[src/rtl/pipeline_hazard_ctrl.sv]
// pipeline_hazard_ctrl
//   Central sequencer for the 8-bit pipelined core. It detects load-use
//   hazards and taken-branch flushes combinationally, and runs the
//   multi-cycle interrupt entry (drain -> push PC/save CCR -> vector) and
//   RET/RTI return-address wait sequences.
//
// Ports
//   clk, rst        clock, synchronous active-high reset
//   idex_memread    EX holds a load/pop
//   idex_dist       EX destination register
//   ifid_ra/rb      ID source registers, ifid_uses_rb qualifies rb
//   id_is_ret/rti   ID holds RET / RTI
//   branch_taken    EX resolved a taken branch/jump/call
//   intr            level interrupt request
//   pc_en, ifid_en, ifid_flush, idex_flush   pipeline register controls
//   int_push, copy_ccr, paste_ccr, vec_sel   interrupt/return datapath controls
//   int_ack         one-cycle interrupt acknowledge
//   busy            sequencer is not in RUN
module pipeline_hazard_ctrl #(
  parameter int DRAIN_CYCLES = 3,
  parameter int RET_CYCLES   = 3
) (
  input  logic       clk,
  input  logic       rst,
  input  logic       idex_memread,
  input  logic [1:0] idex_dist,
  input  logic [1:0] ifid_ra,
  input  logic [1:0] ifid_rb,
  input  logic       ifid_uses_rb,
  input  logic       id_is_ret,
  input  logic       id_is_rti,
  input  logic       branch_taken,
  input  logic       intr,
  output logic       pc_en,
  output logic       ifid_en,
  output logic       ifid_flush,
  output logic       idex_flush,
  output logic       int_push,
  output logic       copy_ccr,
  output logic       paste_ccr,
  output logic       vec_sel,
  output logic       int_ack,
  output logic       busy
);

  typedef enum logic [2:0] {
    RUN       = 3'd0,
    INT_DRAIN = 3'd1,
    INT_PUSH  = 3'd2,
    INT_VEC   = 3'd3,
    RET_WAIT  = 3'd4
  } state_t;

  localparam logic [2:0] DRAIN_LOAD = 3'(DRAIN_CYCLES - 1);
  localparam logic [2:0] RET_LOAD   = 3'(RET_CYCLES - 1);

  state_t     state_q, state_d;
  logic [2:0] cnt_q, cnt_d;
  logic       pend_q, pend_d;
  logic       rti_q, rti_d;
  logic       load_use;
  logic       int_req;

  // Only a load in EX can create a hazard; rb matters only when ID reads it.
  assign load_use = idex_memread &&
                    ((idex_dist == ifid_ra) ||
                     (ifid_uses_rb && (idex_dist == ifid_rb)));

  // A request seen this cycle is acted on immediately in RUN, so a one-cycle
  // pulse enters the drain on the very next edge.
  assign int_req = pend_q | intr;

  always_ff @(posedge clk) begin
    if (rst) begin
      state_q <= RUN;
      cnt_q   <= 3'd0;
      pend_q  <= 1'b0;
      rti_q   <= 1'b0;
    end else begin
      state_q <= state_d;
      cnt_q   <= cnt_d;
      pend_q  <= pend_d;
      rti_q   <= rti_d;
    end
  end

  always_comb begin
    state_d    = state_q;
    cnt_d      = cnt_q;
    pend_d     = pend_q | intr;
    rti_d      = rti_q;
    pc_en      = 1'b1;
    ifid_en    = 1'b1;
    ifid_flush = 1'b0;
    idex_flush = 1'b0;
    int_push   = 1'b0;
    copy_ccr   = 1'b0;
    paste_ccr  = 1'b0;
    vec_sel    = 1'b0;
    int_ack    = 1'b0;
    busy       = (state_q != RUN);

    unique case (state_q)
      RUN: begin
        if (branch_taken) begin
          // Wrong-path ID/EX contents are dropped, including any RET or
          // stalled instruction; a pending interrupt waits one more cycle.
          ifid_flush = 1'b1;
          idex_flush = 1'b1;
        end else if (int_req) begin
          ifid_flush = 1'b1;
          pc_en      = 1'b0;
          state_d    = INT_DRAIN;
          cnt_d      = DRAIN_LOAD;
        end else if (id_is_ret || id_is_rti) begin
          ifid_flush = 1'b1;
          pc_en      = 1'b0;
          state_d    = RET_WAIT;
          cnt_d      = RET_LOAD;
          rti_d      = id_is_rti;
        end else if (load_use) begin
          pc_en      = 1'b0;
          ifid_en    = 1'b0;
          idex_flush = 1'b1;
        end
      end
      INT_DRAIN: begin
        // A branch still retiring in EX must be allowed to redirect PC so the
        // pushed return address is correct.
        ifid_flush = 1'b1;
        pc_en      = branch_taken;
        idex_flush = branch_taken;
        if (cnt_q == 3'd0) state_d = INT_PUSH;
        else               cnt_d   = cnt_q - 3'd1;
      end
      INT_PUSH: begin
        int_push   = 1'b1;
        copy_ccr   = 1'b1;
        pc_en      = 1'b0;
        ifid_flush = 1'b1;
        state_d    = INT_VEC;
      end
      INT_VEC: begin
        vec_sel    = 1'b1;
        pc_en      = 1'b1;
        ifid_flush = 1'b1;
        int_ack    = 1'b1;
        pend_d     = 1'b0;
        state_d    = RUN;
      end
      RET_WAIT: begin
        ifid_flush = 1'b1;
        pc_en      = branch_taken;
        idex_flush = branch_taken;
        if (cnt_q == 3'd0) begin
          pc_en     = 1'b1;
          paste_ccr = rti_q;
          state_d   = RUN;
        end else begin
          cnt_d = cnt_q - 3'd1;
        end
      end
      default: state_d = RUN;
    endcase

    // Reset dominates everything: hold the front end cleared and emit no
    // push/paste side effects.
    if (rst) begin
      pc_en      = 1'b0;
      ifid_en    = 1'b0;
      ifid_flush = 1'b1;
      idex_flush = 1'b1;
      int_push   = 1'b0;
      copy_ccr   = 1'b0;
      paste_ccr  = 1'b0;
      vec_sel    = 1'b0;
      int_ack    = 1'b0;
      busy       = 1'b0;
      state_d    = RUN;
      cnt_d      = 3'd0;
      pend_d     = 1'b0;
      rti_d      = 1'b0;
    end
  end

endmodule

[config.mk]
export PLATFORM = sky130hd
export DESIGN_NAME = pipeline_hazard_ctrl
export DESIGN_NICKNAME = d
export VERILOG_FILES = /design/src/rtl/pipeline_hazard_ctrl.sv
export SDC_FILE = /design/constraint.sdc
export NUM_CORES = 1
export LEC_CHECK = 0
export ABC_AREA = 1
export BUFFER_PORTS_ARGS = -buffer_cell sky130_fd_sc_hd__buf_2
export CAP_MARGIN = 5
export CORE_AREA = 2 2 39 41
export CTS_BUF_LIST = sky130_fd_sc_hd__clkbuf_8
export DETAILED_ROUTE_END_ITERATION = 12
export DIE_AREA = 0 0 41 43
export HOLD_SLACK_MARGIN = 0.02
export PLACE_DENSITY = 0.82
export SYNTH_ARGS = -nofsm -noshare
export SYNTH_HDL_FRONTEND = slang
export SYNTH_SLANG_ARGS = --single-unit
[constraint.sdc]
create_clock -name clk -period 2.6 [get_ports clk]
set_input_delay 0.13 -clock clk [delete_from_list [all_inputs] [get_ports clk]]
set_output_delay 0.13 -clock clk [all_outputs]
set_load 0.1 [all_outputs]
==> flow_metrics.py <==
metrics = {
    "route": {
        "routedWlPerCell_um": 9.517,
        "drtAntennaViolNets": 0,
        "drtPass1Iterations": 4,
        "drt_iter0_drc": 16,
        "finalWirelength_mm": 1.399,
        "drc": 0,
        "num_vias": 704,
        "avgViaCountPerCell": 4.789,
    },
    "floorplan": {
        "die_width_um": 41,
        "coreArea_um2": 1384,
        "core.rowCount": 14,
        "io_pins": 24,
        "die-area_um2": 1763,
        "start_util": 0.4982,
        "die_h_um": 43,
    },
    "timing": {
        "finalCriticalPeriod_ns": 1.976,
        "rsz0062_at_grt": "false",
        "hold_viol_final": 0,
        "relSlewSlack": 0.6763,
        "final.setup.worst_slack_ns": 0.6240,
        "finClkSkew_ns": 0.001415,
        "slew_violations": 0,
        "fmax_mhz": 506.1,
        "finalSetupTns_ns": 0,
        "holdWs_ns": 0.1790,
        "finalCritPeriodShare": 0.7600,
        "worst_pin_slew_ns": 0.4890,
        "setup-violations-final": 0,
    },
    "layout": {
        "layout.nets": 149,
        "n_antenna_cell": 0,
        "drive_gt1_frac": 0.3359,
        "area_growth_pct": 23.59,
    },
    "pwr": {
        "ir_drop_mv": 0.6230,
        "pwr-share-seq": 0.195,
        "swShare": 0.5560,
        "p_leak_uw": 0.0004604,
        "p_switching_uw": 578.9,
        "intPower_uw": 462.2,
        "power_frac_clock": 0.138,
        "power_frac_comb": 0.667,
        "p_per_area_nw_per_um2": 1222,
    },
    "logic_synthesis": {
        "yosysWarningCount": 0,
        "syn_area_per_cell_um2": 6.383,
        "syn-num-nets": 124,
        "synth_async_sr_flop_share": 0,
        "syn_inst": 108,
        "ys_seq_area_frac": 0.2323,
        "ys_types": 22,
        "syn_area_um2": 689.4,
        "synth-edff-count": 0,
        "ys_seq_elements": 8,
        "synthFlopType": "dfxtp_1",
    },
    "clock_tree": {
        "cts_root_buf": "clkbuf_8",
        "cts_num_sinks": 8,
        "h-tree-depth": 1,
        "post_cts_buffers": 0,
        "cts-hold-fix-buffers": 0,
        "cts.clk_slew.worst_paths_ns": 0.04,
        "ctsResizeCount": 0,
        "ctsLongestPathBuffers": 2,
        "numCtsBuffers": 3,
        "clk_latency_ns": 0.22,
        "cts_tree": "built",
    },
    "grt": {
        "gr-total-overflow": 0,
        "grt_max_degree": 13,
        "grt_pass1_vias": 617,
        "grt_usage": 0.1948,
        "antenna_found_initial": 0,
        "grt_pass1_wl_mm": 2.325,
    },
    "placement": {
        "hpwlAfterDp_mm": 1.171,
        "pre_cts_slack_ns": 0.8524,
        "gp_congestion": 0.8074,
        "port_buffers": 23,
    },
    "status": {
        "outcome": "finished, final reports clean",
    },
    "setup_path": {
        "start_kind": "register",
        "end_kind": "output port",
        "crit_fanout": 3,
        "critPathArrivalTime_ns": 1.85,
        "crit_type": "register to output port",
        "rrSetupSlack_ns": 1.26,
        "required_ns": 2.47,
    },
    "worst_hold_path": {
        "holdCritPathClass": "input port to register",
    },
    "job": {
        "maxCapViolCount": 0,
    },
}
## cell usage in the layout, fill, tap and decap left out, drive strengths merged
master	instances
dfxtp	8
ha	2
xnor2	3
nand2	31
o21ai	5
a21oi	10
nand4	2
clkbuf	3
nor3	3
o211ai	1
buf	23
nand3	2
inv	19
nand3b	2
nor2	17
## logic make-up (layout without fill, tap and decap cells)
group	count (synthesis)	after routing	share of synthesized area
xor+xnor	3	3	0.03812
buf+inv	22	45	0.1306
simple gates	57	57	0.4211
flops	8	8	0.2323
fa+ha+maj	2	2	0.03629
compound gates	16	16	0.1416
## per-layer routing
metal | track usage | vias up | routed length [um]
met5 | 0 | - | 0
met4 | 0.1200 | 0 | 0
met3 | 0.05236 | 0 | 98
met2 | 0.2969 | 19 | 690
met1 | 0.2288 | 305 | 610
li1 | - | 380 | -
## Yosys cell counts, types with 3 or more instances
| cell type | number | area share |
|---|---|---|
| nand2_1 | 27 | 0.15 |
| inv_1 | 15 | 0.082 |
| a21oi_1 | 7 | 0.051 |
| o21ai_0 | 4 | 0.029 |
| inv_2 | 4 | 0.022 |
| nor3_1 | 3 | 0.022 |
| dfxtp_1 | 8 | 0.23 |
| nand2_2 | 3 | 0.027 |
| xnor2_1 | 3 | 0.038 |
| nor2_1 | 14 | 0.076 |
| a21oi_2 | 3 | 0.038 |
## registers in the layout, indices dropped and copies added, names as in the netlist
signal	cells
cnt_q	3
pend_q	1
rti_q	1
state_q	3
## power by group through the flow
stage	Clock (uW)	Combinational, uW	Sequential, uW
final	144	694	203
after global routing	156	757	208
after CTS	149	698	203
after detailed placement	0	696	205
after global placement	0	685	205
after floorplan	0	604	199
## metrics by stage
| stage | total power (uW) | instance area (um2) | utilization | cells |
|---|---|---|---|---|
| floorplan | 803.1 | 694.4 | - | 108 |
| global placement | 889.1 | 810.8 | 0.5859 | 144 |
| detailed placement | 901.0 | 810.8 | 0.5859 | 144 |
| CTS | 1050 | 852.1 | 0.6157 | 147 |
| global route | 1120 | 852.1 | 0.6157 | 147 |
| finish | 1041 | 852.1 | 0.6157 | 147 |
## worst max-delay path, cell delays in order (launching register included)
cell	delay (ns)
dfxtp_1	0.30
inv_1	0.08
ha_1	0.15
inv_1	0.03
nor2_1	0.11
inv_1	0.09
nor2_1	0.13
nor2_1	0.05
nand2_1	0.06
nand2_1	0.04
a21oi_1	0.13
buf_2	0.44
## final timing paths
| path | startpoint | end | cells past startpoint |
|---|---|---|---|
| max | cnt_q[0] | pc_en | 11 |
| min | intr | pend_q | 3 |
| max reg2reg | state_q[2] | cnt_q[2] | 8 |
| min reg2reg | cnt_q[0] | cnt_q[0] | 1 |
## area by class of cell
type	count	area [um2]
fill	129	531.8
multi-input combinational	78	444.2
sequential	8	160.2
timing repair buffer	23	115.1
inverter	19	71.32
clock buffer	3	41.29
tap	16	20.02
(Power assumes the default switching activity.)
